===== src/rtl/tdc_hitskip_ctrl.sv =====
// Per-channel hit-skip controller: forwards one hit in every (ratio+1) per channel and counts drops.
// Optional HITSKIP_CLR_ON_READ_EN: a readout clears the selected channel's drop counter.

module tdc_hitskip_lane #(
  parameter int SKIPW = 4,
  parameter int CNTW  = 16
) (
  input  logic             clk,
  input  logic             rst_n,
  input  logic             hit,
  input  logic             en,
  input  logic             skip_act,
  input  logic             load,
  input  logic             clr,
  input  logic             rd_clr,
  input  logic [SKIPW-1:0] ratio,
  output logic             fwd_q,
  output logic [CNTW-1:0]  cnt
);
  logic [SKIPW-1:0] phase;
  logic             take, fwd, drop;

  assign take = hit && en;
  assign fwd  = take && (!skip_act || (phase == '0));
  assign drop = take && skip_act && (phase != '0);

  always_ff @(posedge clk or negedge rst_n) begin
    if (!rst_n) begin
      fwd_q <= 1'b0;
      phase <= '0;
      cnt   <= '0;
    end else begin
      fwd_q <= fwd;
      // A reload always lands the phase at 0, even if this cycle's hit was evaluated
      if (load)
        phase <= '0;
      else if (take && skip_act)
        phase <= (phase == '0) ? ratio : phase - 1'b1;
      if (clr)
        cnt <= '0;
      else if (rd_clr)
        cnt <= drop ? CNTW'(1) : '0;
      else if (drop && (cnt != '1))
        cnt <= cnt + 1'b1;
    end
  end
endmodule

module tdc_hitskip_ctrl #(
  parameter int NCH   = 4,
  parameter int SKIPW = 4,
  parameter int CNTW  = 16,
  localparam int SELW = (NCH > 1) ? $clog2(NCH) : 1
) (
  input  logic             clk,
  input  logic             rst_n,
  input  logic [NCH-1:0]   hit_in,
  input  logic [NCH-1:0]   chan_en,
  input  logic             enable_hitskip,
  input  logic [SKIPW-1:0] skip_ratio,
  input  logic             ratio_load,
  input  logic             cnt_clr,
  input  logic             rd_req,
  input  logic [SELW-1:0]  rd_sel,
  output logic [NCH-1:0]   hit_out,
  output logic             hitskip,
  output logic             rd_valid,
  output logic [CNTW-1:0]  rd_data
);
  logic [SKIPW-1:0]          ratio_q;
  logic                      en_q;
  logic                      load, skip_act;
  logic [NCH-1:0][CNTW-1:0]  cnt;
  logic [CNTW-1:0]           rd_mux;

  // Rising edge of the enable re-latches the ratio just like an explicit load
  assign load     = ratio_load || (enable_hitskip && !en_q);
  assign skip_act = en_q && (ratio_q != '0);

  always_ff @(posedge clk or negedge rst_n) begin
    if (!rst_n) begin
      ratio_q <= '0;
      en_q    <= 1'b0;
      hitskip <= 1'b0;
    end else begin
      en_q    <= enable_hitskip;
      hitskip <= skip_act;
      if (load) ratio_q <= skip_ratio;
    end
  end

  for (genvar i = 0; i < NCH; i++) begin : g_lane
    logic rd_clr;
`ifdef HITSKIP_CLR_ON_READ_EN
    assign rd_clr = rd_req && (rd_sel == SELW'(i));
`else
    assign rd_clr = 1'b0;
`endif
    tdc_hitskip_lane #(.SKIPW(SKIPW), .CNTW(CNTW)) u_lane (
      .clk      (clk),
      .rst_n    (rst_n),
      .hit      (hit_in[i]),
      .en       (chan_en[i]),
      .skip_act (skip_act),
      .load     (load),
      .clr      (cnt_clr),
      .rd_clr   (rd_clr),
      .ratio    (ratio_q),
      .fwd_q    (hit_out[i]),
      .cnt      (cnt[i])
    );
  end

  // Out-of-range selects fall through to zero
  always_comb begin
    rd_mux = '0;
    for (int i = 0; i < NCH; i++)
      if (rd_sel == SELW'(i)) rd_mux = cnt[i];
  end

  always_ff @(posedge clk or negedge rst_n) begin
    if (!rst_n) begin
      rd_valid <= 1'b0;
      rd_data  <= '0;
    end else begin
      rd_valid <= rd_req;
      if (rd_req) rd_data <= rd_mux;
    end
  end
endmodule


===== config.mk =====
export PLATFORM = sky130hd
export DESIGN_NAME = tdc_hitskip_ctrl
export DESIGN_NICKNAME = d
export VERILOG_FILES = /design/src/rtl/tdc_hitskip_ctrl.sv
export SDC_FILE = /design/constraint.sdc
export NUM_CORES = 1
export LEC_CHECK = 0
export CAP_MARGIN = 20
export CORE_ASPECT_RATIO = 0.6
export CORE_MARGIN = 4
export CORE_UTILIZATION = 54
export CTS_CLUSTER_SIZE = 25
export DETAILED_ROUTE_END_ITERATION = 6
export GPL_ROUTABILITY_DRIVEN = 0
export PLACE_DENSITY = 0.77
export SETUP_SLACK_MARGIN = 0.02
export SKIP_LAST_GASP = 1
export SYNTH_ARGS = -nofsm -noshare
export SYNTH_HDL_FRONTEND = slang
export SYNTH_HIERARCHICAL = 1
export SYNTH_SLANG_ARGS = --single-unit

===== constraint.sdc =====
create_clock -name clk -period 2.3 [get_ports clk]
set_input_delay 0.345 -clock clk [delete_from_list [all_inputs] [get_ports clk]]
set_output_delay 0.345 -clock clk [all_outputs]
set_load 0.005 [all_outputs]

# After elaboration in Yosys (flattened, before gate mapping)
# Index checks and enable logic that the tools add are counted.
# Widths: inputs -> output; s select.
[totals]
regBits = 107
in_bits = 20
output_inout_bits = 22
elab_cells = 103
[classes]
reduce_logical = 47
add_sub_neg = 8
eq_ne = 7
muxes = 24
[ops]
columns = ["operator", "n"]
rows = [
  ["$mux 16", 12],
  ["$add 16x1->16 const B", 4],
  ["$ne 16x16->1 const B", 4],
  ["$mux 4", 12],
  ["$logic_and 1x1->1", 22],
  ["$reduce_bool 4->1", 5],
  ["$logic_not 4->1", 4],
  ["$reduce_bool 2->1", 8],
  ["$sub 4x1->4 const B", 4],
  ["$logic_or 1x1->1", 5],
  ["$eq 2x2->1 const B", 2],
  ["$eq 2x1->1 const B", 1],
  ["$logic_not 1->1", 2],
  ["$logic_not 2->1", 1],
]

# Logic depth before layout (Yosys ltp)
# Gate-level depths: netlist of run 1.
[logic_depth]
ltp_word = 7
ltp_mapped = 7
mapped_depth_nobuf = 6

# Cells and area by module
# The synthesis of run 1 kept the hierarchy.
[modules_own_cells]
columns = ["module", "n_inst", "seq_area_each_um2", "cells_per_inst", "area_per_inst_um2"]
rows = [
  ["tdc_hitskip_lane (g_lane[1].u_lane ...)", 3, 525.5, 138, 1270.0],
  ["tdc_hitskip_ctrl", 1, 575.6, 124, 1437.6],
  ["tdc_hitskip_lane (g_lane[0].u_lane)", 1, 525.5, 146, 1296.2],
]

# Worst setup path before layout of run 1
# No wires, ideal clock.
[synth_timing]
path_kind = "reg2reg"
startpoint = "register ratio_q[1]"
endpoint = "register g_lane[0].u_lane.cnt[4]"
setup_ns = 0.078
n_path_buf = 1
t_required_ns = 2.222
stages_incl_launch_ff = 8
slack_ns = -0.086
synth_period_minus_slack_ns = 2.386
arrival_ns = 2.308
cell_sequence = "dfrtp_1 -> nor4_1 -> nor2_1 -> nand3_2 -> or3_1 -> buf_2 -> or4_1 -> a21oi_1"
[synth_via]
elab_chain_cells = 6
[synth_rtl]
columns = ["element", "line_no", "source"]
rows = [
  ["start: declaration", "70", "logic [SKIPW-1:0] ratio_q;"],
  ["start signal: assignment", "88", "if (load) ratio_q <= skip_ratio;"],
  ["$reduce_bool 4->1", "78", "assign skip_act = en_q && (ratio_q != '0);"],
  ["$logic_and 1x1->1", "78", ""],
  ["named net skip_act", "72", "logic load, skip_act;"],
  ["$logic_and 1x1->1 (2 in series)", "25", "assign drop = take && skip_act && (phase != '0);"],
  ["$logic_and 1x1->1", "43", "else if (drop && (cnt != '1))"],
  ["$reduce_bool 2->1 (no line)", "n/a", ""],
  ["end signal: assignment", "42", "cnt <= drop ? CNTW'(1) : '0;"],
  ["end signal: assignment", "44", "cnt <= cnt + 1'b1;"],
  ["end: declaration", "18", "output logic [CNTW-1:0] cnt"],
]
# The timed path passes the listed nets, and every way through them passes these cells.
# A chain may end at the register's enable or synchronous reset.

# Final worst setup path of run 1
[layout_timing]
startpoint = "register g_lane[1].u_lane.phase[0]"
endpoint = "register g_lane[1].u_lane.cnt[12]"
[layout_via]
elab_chain_cells = 4
[layout_rtl]
columns = ["element", "line_no", "source"]
rows = [
  ["start: declaration", "20", "logic [SKIPW-1:0] phase;"],
  ["start signal: assignment", "38", "phase <= (phase == '0) ? ratio : phase - 1'b1;"],
  ["$reduce_bool 4->1", "25", ""],
  ["$logic_and 1x1->1", "25", ""],
  ["$logic_and 1x1->1", "43", ""],
  ["$reduce_bool 2->1 (no line)", "n/a", ""],
  ["end signal: assignment", "42", ""],
  ["end signal: assignment", "44", ""],
  ["end: declaration", "18", ""],
]
# No other way between the ends.

==> flow_metrics.tcl, run 1 <==
set metrics [dict create \
    status "complete, but fails checks" \
    violations "negative hold slack" \
    drt_iter0_drc 756 \
    cp_max_fo 11 \
    synth_top_area_frac 0.409 \
    grt_pass1_wl_mm 30.0 \
    worstSetupEndpointType "flip-flop" \
    hold_viol_final 3 \
    synth_area_leaders "dfrtp_1 41%, mux2i_1 5.0%, nand2_1 4.4%" \
    fin_area_um2 7750 \
    drive_above_1_share 0.137 \
    fmax_mhz 456 \
    core_um2 11600 \
    htreeDepth 3 \
    ant_nets 0 \
    use_met2 0.383 \
    dieArea_um2 14000 \
    row_count 30 \
    top_usage_layer "met1" \
    timing_worst_setup_path_type "reg -> reg" \
    antenna_found_initial 0 \
    post_drt_wl_per_cell_um 19.5 \
    die_w_um 150 \
    layout_common_cells "107 x dfrtp_1, 76 x nand2_1, 55 x a21oi_1" \
    yosysUniqueCellTypes 47 \
    ys_async_sr_fraction 1.00 \
    area_growth_pct 18.5 \
    p_leak_nw 3.00 \
    via_per_inst 6.52 \
    gr-usage-met3 0.0528 \
    synth_edf_count 0 \
    slew_viol_final 0 \
    io_buffers 41 \
    placed_area_um2 7410 \
    post-synth-top-area-cell "dfrtp_1" \
    grt_pass1_vias 5735 \
    clkLatencyLatePin_ns 0.35 \
    numCtsBuffers 9 \
    reg2reg_from "g_lane[1].u_lane/phase[0]$_DFFE_PN0P_" \
    fin_crit_sh 0.953 \
    multi_input_area_um2 3710 \
    seqCellArea_um2 2680 \
    peakVddDrop_mv 0.407 \
    vias 6144 \
    p_int_mw 2.90 \
    final.min_clock_period_ns 2.19 \
    ys_ff_latch 107 \
    wirelength_mm 18.4 \
    die_h_um 93.3 \
    setup_slack_ns 0.108 \
    ys_warn_count 6 \
    mostFrequentLayoutCell "dfrtp_1" \
    finalSetupViolCount 0 \
    track_usage 0.270 \
    instances_no_fill 943 \
    worstMarginPinSlew_ns 0.816 \
    synth_cells 684 \
    seq_area_frac_synth 0.409 \
    nFillCells 933 \
    dr.pass1.iters 5 \
    syn_area_um2 6540 \
    cp.arrival_ns 2.46 \
    nNetsFinal 810 \
    cts.clk_slew.worst_paths_ns 0.07 \
    p_comb_frac 0.109 \
    switching_power_mw 0.966 \
    power_mw 3.87 \
    dp_cells 925 \
    syn_avg_cell_area_um2 9.57 \
    maxSlewHeadroom 0.451 \
    rsz0062_at_grt "yes" \
    clockPowerShare 0.393 \
    cap_viol_max_count 0 \
    pre_cts_slack_ns -0.0782 \
    fin_setup_tns_ns 0 \
    hold_class "in -> async" \
    initial_core_util 0.566 \
    seq_power_share 0.498 \
    fin_util 0.670 \
    pin_count 42 \
    cp.required_ns 2.57 \
    rrSetupSlack_ns 0.11 \
    cts_tree "yes" \
    cts-root-buf "clkbuf_16" \
    drc 0 \
    diodes 0 \
    power.density_nw_per_um2 499 \
    synth_ff_type "dfrtp_1" \
    rr_endpoint "g_lane[1].u_lane/cnt[12]$_DFFE_PN0P_" \
    cts_sinks 107 \
    clock_skew_ns 0.00362 \
    hpwl_mm 13.4 \
    grt_max_degree 46 \
    clockBufferDepth 2 \
    reg2reg_depth 6 \
    grtUsageMet1 0.414 \
    switching_share 0.250 \
    grt_overflow 0 \
    startpoint_type "flip-flop" \
    whs_ns -0.00339 \
]
-- final cells by class --
type                       count  share of cell area
timing repair buffer          80              0.0946
inverter                      38              0.0184
multi-input combinational    542               0.478
clock inverter                 3             0.00274
clock buffer                  13              0.0349
sequential                   107               0.345
tap                          160              0.0258
-- sequential cells by signal, summed over array words and instances (netlist names) --
register             count
en_q                     1
g_lane.u_lane/phase     16
rd_data                 16
g_lane.u_lane/fwd_q      4
hitskip                  1
g_lane.u_lane/cnt       64
ratio_q                  4
rd_valid                 1
-- cell families (layout without fill, tap and decap cells) --
kind of cell | after synthesis | count (layout) | synth area share
AOI/OAI and AO/OA | 146 | 146 | 0.158
and+or+nand+nor | 302 | 302 | 0.270
muxes | 53 | 53 | 0.0929
DFF | 107 | 107 | 0.409
other | 1 | 29 | 0.000573
adders and majority gates | 12 | 12 | 0.0229
buffers and inverters | 63 | 134 | 0.0467
-- Yosys cell counts (5+ instances only) --
master / number
dfrtp_1: 107
nand2_1: 76
a21oi_1: 55
inv_1: 38
mux2i_1: 33
nand3_1: 29
nand4_1: 25
o41ai_1: 25
nor4_1: 24
or4_1: 23
nor2_1: 20
or3_1: 19
and4_1: 17
nor3_1: 17
mux2_4: 14
o31ai_1: 13
ha_1: 12
a31oi_1: 11
and3_1: 11
clkbuf_1: 11
a211oi_1: 8
o221ai_1: 8
o221ai_2: 8
mux2_2: 6
o21ai_0: 6
or4b_1: 6
buf_6: 5
nor2b_1: 5
-- worst max-delay path by stage --
stage	start	endpoint	slack [ns]	depth (start not counted)
after floorplan	ratio_q[1]$_DFFE_PN0P_	g_lane[0].u_lane/cnt[4]$_DFFE_PN0P_	0.12	7
after global placement	hit_in[3]	g_lane[3].u_lane/cnt[13]$_DFFE_PN0P_	-0.01	6
after detailed placement	hit_in[0]	g_lane[0].u_lane/cnt[12]$_DFFE_PN0P_	-0.08	6
after CTS	g_lane[0].u_lane/phase[0]$_DFFE_PN0P_	g_lane[0].u_lane/cnt[12]$_DFFE_PN0P_	0.02	7
after global routing	g_lane[3].u_lane/phase[0]$_DFFE_PN0P_	g_lane[3].u_lane/cnt[9]$_DFFE_PN0P_	-0.004	7
final	g_lane[1].u_lane/phase[0]$_DFFE_PN0P_	g_lane[1].u_lane/cnt[12]$_DFFE_PN0P_	0.11	6
-- timing repair --
item | 4_1_cts | 5_1_grt
endpoints found under the setup margin | 5 | 7
resized for setup | 1 | 5
pin swaps | 1 | 0
setup buffers | 2 | 0
hold buffers | 0 | 0
-- routing by layer --
metal,routed length [um],up-vias
li1,-,2821
met1,8320,2967
met2,7980,314
met3,1750,42
met4,316,0
met5,0,-
-- power by group through the flow --
stage	sequential (mW)	combinational, mW	clock, mW
after floorplan	1.96	0.203	0
after global placement	1.96	0.395	0
after detailed placement	1.96	0.413	0
after CTS	1.93	0.419	1.55
after global routing	1.93	0.464	1.63
final	1.93	0.423	1.52
-- worst max-delay path, cell delays in order (launching register included) --
cell     delay (ns)
dfrtp_1        0.41
inv_1          0.10
ha_1           0.24
nor3b_2        0.23
or3_4          0.48
nor4_1         0.39
mux2i_1        0.26
Power figures use the tool's default switching activity.
==> run 2: changes to the inputs <==
Settings changed: CORE_UTILIZATION 54 to 50, PLACE_DENSITY 0.77 to 0.72.
==> flow_metrics.tcl, run 2 (synthesized netlist as in run 1, its figures left out) <==
set metrics [dict create \
    track_usage 0.250 \
    die_h_um 96.6 \
    setup_slack_ns 0.0968 \
    p_leak_nw 3.03 \
    clock_skew_ns 0.00422 \
    clockBufferDepth 2 \
    grt_pass1_wl_mm 30.6 \
    die_w_um 156 \
    hold_viol_final 0 \
    fin_crit_sh 0.958 \
    worstSetupEndpointType "flip-flop" \
    slew_viol_final 0 \
    power.density_nw_per_um2 505 \
    cp.required_ns 2.58 \
    mostFrequentLayoutCell "dfrtp_1" \
    crit_family "simple AND/OR/NAND/NOR gates" \
    reg2reg_depth 6 \
    p_comb_frac 0.108 \
    cts.clk_slew.worst_paths_ns 0.07 \
    placed_area_um2 7420 \
    drt_iter0_drc 556 \
    whs_ns 0.484 \
    peakVddDrop_mv 0.361 \
    crit_slowest_cell "nor4_1" \
    htreeDepth 3 \
    cap_viol_max_count 0 \
    hold_depth 1 \
    io_buffers 41 \
    drive_above_1_share 0.140 \
    grt_pass1_vias 5828 \
    grt_overflow 0 \
    cts_tree "yes" \
    dr.pass1.iters 5 \
    cts_sinks 107 \
    pre_cts_slack_ns 0.000308 \
    path_cells "nor4_1 > nor2_2 > nand3_2 > nor4_1 > or4b_1 > a21oi_1" \
    hpwl_mm 13.9 \
    area_growth_pct 19.3 \
    numCtsBuffers 9 \
    switching_share 0.245 \
    timing_worst_setup_path_type "reg -> reg" \
    grt_max_degree 39 \
    seq_power_share 0.489 \
    hold_class "in -> reg" \
    initial_core_util 0.511 \
    core_um2 12800 \
    clkLatencyLatePin_ns 0.35 \
    largest_register_ffs 64 \
    antenna_found_initial 0 \
    vias 6196 \
    post_drt_wl_per_cell_um 19.8 \
    switching_power_mw 0.965 \
    via_per_inst 6.47 \
    p_int_mw 2.98 \
    cp.depth 6 \
    dieArea_um2 15000 \
    ant_nets 0 \
    pin_count 42 \
    fin_setup_tns_ns 0 \
    diodes 0 \
    largestRegisters "g_lane.u_lane/cnt: 64 flops, g_lane.u_lane/phase: 16 flops, rd_data: 16 flops" \
    maxSlewHeadroom 0.467 \
    cp_num_buf_inv 0 \
    drc 0 \
    nNetsFinal 815 \
    startpoint_type "flip-flop" \
    status "complete, no violations" \
    clockPowerShare 0.403 \
    cp.arrival_ns 2.48 \
    row_count 32 \
    finalSetupViolCount 0 \
    final.min_clock_period_ns 2.20 \
    regMostFlops "g_lane.u_lane/cnt" \
    crit_top_cell "nor4_1" \
    cts-root-buf "clkbuf_16" \
    layout_common_cells "107 x dfrtp_1, 76 x nand2_1, 55 x a21oi_1" \
    wirelength_mm 18.9 \
    fin_area_um2 7800 \
    max_stage_delay_ns 0.51 \
    fmax_mhz 454 \
    worstMarginPinSlew_ns 0.792 \
    cp_max_fo 8 \
]
==> run 2: layer usage <==
metal | GRT usage | vias up | share of wire
met5 | 0 | - | 0
met4 | 0.0625 | 0 | 0.015
met3 | 0.0523 | 27 | 0.092
met2 | 0.365 | 322 | 0.44
met1 | 0.378 | 3007 | 0.45
li1 | - | 2840 | -
==> run 2: repair_timing <==
item	CTS	global route
hold buffers	1	0
endpoints found under the hold margin	34	0
endpoints found under the setup margin	7	19
pin swaps	1	3
setup buffers	3	1
resized for setup	0	8
==> run 2: worst paths after layout <==
check | start | end | slack [ns]
hold / removal | enable_hitskip | en_q$_DFF_PN0_ | 0.48
setup reg to reg | ratio_q[3]$_DFFE_PN0P_ | g_lane[2].u_lane/cnt[9]$_DFFE_PN0P_ | 0.1
hold reg to reg | g_lane[3].u_lane/cnt[6]$_DFFE_PN0P_ | g_lane[3].u_lane/cnt[6]$_DFFE_PN0P_ | 0.57
setup / recovery | ratio_q[3]$_DFFE_PN0P_ | g_lane[2].u_lane/cnt[9]$_DFFE_PN0P_ | 0.1
max in group asynchronous | rst_n | g_lane[1].u_lane/phase[0]$_DFFE_PN0P_ | 1.20
min in group asynchronous | rst_n | g_lane[3].u_lane/cnt[14]$_DFFE_PN0P_ | 0.51
==> run 2: power by group through the flow <==
stage / Sequential [mW] / Combinational (mW) / Clock (mW)
5_1_grt: 1.93 / 0.467 / 1.69
3_3_place_gp: 1.96 / 0.393 / 0
2_1_floorplan: 1.96 / 0.203 / 0
4_1_cts: 1.93 / 0.418 / 1.61
6_report: 1.93 / 0.426 / 1.59
3_5_place_dp: 1.96 / 0.409 / 0
==> run 2: cell type report <==
type                       count  area, um2
clock buffer                  13        260
clock inverter                 2       35.0
fill                        1093       5010
inverter                      38        143
multi-input combinational    542       3710
sequential                   107       2680
tap                          170        213
timing repair buffer          85        764
==> run 2: metrics by stage <==
step | std cells | power, mW | utilization
after floorplan | 712 | 2.17 | -
after global placement | 937 | 2.35 | 0.579
after detailed placement | 937 | 2.37 | 0.579
after CTS | 956 | 3.96 | 0.605
after global routing | 957 | 4.09 | 0.609
final | 957 | 3.95 | 0.609
==> run 3: changes to the inputs <==
Settings changed: GPL_TIMING_DRIVEN set to 0, SLEW_MARGIN set to 15.
==> flow_metrics.tcl, run 3 (synthesized netlist as in run 1, its figures left out) <==
set metrics [dict create \
    area_growth_pct 17.7 \
    pin_count 42 \
    worstHoldStart "rd_sel[0]" \
    row_count 32 \
    wl_met3_mm 1.64 \
    crit_slowest_cell "or3_4" \
    drt_iter0_drc 552 \
    nNetsFinal 804 \
    dieArea_um2 15000 \
    power.density_nw_per_um2 490 \
    path_cells "inv_1 > ha_1 > nor3b_2 > or3_4 > buf_6 > nor4_1 > mux2i_1" \
    reg2reg_from "g_lane[3].u_lane/phase[0]$_DFFE_PN0P_" \
    grt_max_degree 76 \
    status "complete, no violations" \
    cts_tree "yes" \
    drive_above_1_share 0.125 \
    htreeDepth 3 \
    ant_nets 0 \
    maxSlewHeadroom 0.311 \
    clock_skew_ns 0.00782 \
    hpwl_mm 13.3 \
    top_layer "met4" \
    largest_register_ffs 64 \
    timing_worst_setup_path_type "reg -> reg" \
    layout_common_cells "104 x dfrtp_1, 76 x nand2_1, 53 x a21oi_1" \
    route.layer.met1.wl_mm 8.38 \
    cp_max_fo 10 \
    grt_pass1_wl_mm 29.9 \
    antenna_found_initial 0 \
    worstMarginPinSlew_ns 1.03 \
    largestRegisters "g_lane.u_lane/cnt: 64 flops, g_lane.u_lane/phase: 16 flops, rd_data: 16 flops" \
    diodes 0 \
    peakVddDrop_mv 0.354 \
    grt_overflow 0 \
    mostFrequentLayoutCell "dfrtp_1" \
    dr.pass1.iters 5 \
    via_per_inst 6.49 \
    final.min_clock_period_ns 2.25 \
    power_mw 3.77 \
    max_stage_delay_ns 0.41 \
    clkLatencyLatePin_ns 0.35 \
    clockBufferDepth 2 \
    regMostFlops "g_lane.u_lane/cnt" \
    rrSetupSlack_ns 0.05 \
    cts_sinks 107 \
    route.met2.wl_mm 8.10 \
    startpoint_type "flip-flop" \
    cts.clk_slew.worst_paths_ns 0.07 \
    crit_family "simple AND/OR/NAND/NOR gates" \
    slew_viol_final 0 \
    cp.arrival_ns 2.52 \
    cp_num_buf_inv 2 \
    die_h_um 96.6 \
    core_um2 12800 \
    wirelength_mm 18.4 \
    crit_start "g_lane[3].u_lane/phase[0]$_DFFE_PN0P_" \
    grt_pass1_vias 5799 \
    cp.required_ns 2.57 \
    hold_viol_final 0 \
    fmax_mhz 445 \
    die_w_um 156 \
    cts-root-buf "clkbuf_16" \
    initial_core_util 0.511 \
    fin_setup_tns_ns 0 \
    placed_area_um2 7290 \
    fin_area_um2 7700 \
    worstSetupEndpointType "flip-flop" \
    track_usage 0.245 \
    finalSetupViolCount 0 \
    hold_depth 4 \
    fin_crit_sh 0.977 \
    io_buffers 40 \
    holdPathEnd "rd_data[5]$_DFFE_PN0P_" \
    vias 6142 \
    rr_endpoint "g_lane[3].u_lane/cnt[10]$_DFFE_PN0P_" \
    rsz0062_at_grt "yes" \
    post_drt_wl_per_cell_um 19.4 \
    p_leak_nw 2.93 \
    reg2reg_depth 7 \
    drc 0 \
    numCtsBuffers 9 \
    hold_class "in -> reg" \
    cap_viol_max_count 0 \
]
[run 3: changes by cell type in the layout (fill, tap and decap cells not counted), sizes merged]
cell,delta
buf,-22
clkbuf,+10
clkinv,+3
bufinv,-1
clkdlybuf4s50,-1
dlygate4sd2,+1
[run 3: cell type report]
type	instances	area [um2]
clock buffers	12	236
multi-input cells	542	3740
flip-flops and latches	107	2680
plain buffers	24	161
repair buffers	50	498
inverters	38	143
clock inverters	4	27.5
fillers	1119	5110
well taps	170	213
[run 3: per-stage QoR]
stage	util	instances	hold WS (ns)	setup WS, ns
finish	0.601	947	0.424	0.0538
CTS	0.595	944	0.424	0.0290
floorplan	-	712	0.0494	0.119
global placement	0.567	922	0.544	-3.40
global route	0.601	947	0.462	0.00543
detailed placement	0.569	923	0.258	-0.369
[run 3: worst max-delay path by stage]
stage                                            endpoint  slack (ns)  cells past startpoint
floorplan             g_lane[0].u_lane/cnt[4]$_DFFE_PN0P_        0.12                      7
global placement    g_lane[0].u_lane/phase[1]$_DFFE_PN0P_       -3.40                      1
detailed placement    g_lane[1].u_lane/cnt[7]$_DFFE_PN0P_       -0.37                      4
CTS                  g_lane[0].u_lane/cnt[15]$_DFFE_PN0P_        0.03                      7
global route         g_lane[3].u_lane/cnt[10]$_DFFE_PN0P_       0.005                      7
finish               g_lane[3].u_lane/cnt[10]$_DFFE_PN0P_        0.05                      7
[run 3: where the power goes]
part | internal (mW) | leakage, nW | switching, mW
registers | 1.91 | 1.47 | 0.0226
logic | 0.162 | 1.33 | 0.245
clock network | 0.737 | 0.131 | 0.699
total | 2.81 | 2.93 | 0.966
[run 3: per-layer routing]
layer / vias to the layer above / track usage
li1: 2806 / -
met1: 2999 / 0.369
met2: 312 / 0.359
met3: 25 / 0.0545
met4: 0 / 0.0572
met5: - / 0
[run 3: worst register-to-register path, stage by stage (launching register included)]
cell and delay (ns):
dfrtp_1 0.40, inv_1 0.09, ha_1 0.25, nor3b_2 0.24, or3_4 0.42, buf_6 0.15
nor4_1 0.37, mux2i_1 0.25
[run 3: timing repair]
action                                  in CTS  in global routing
gates resized for setup                      7                 13
endpoints found under the setup margin      51                 42
pin swaps                                    1                  0
buffers inserted                             4                  4
hold endpoints to repair                    32                  0
hold buffers                                 1                  0
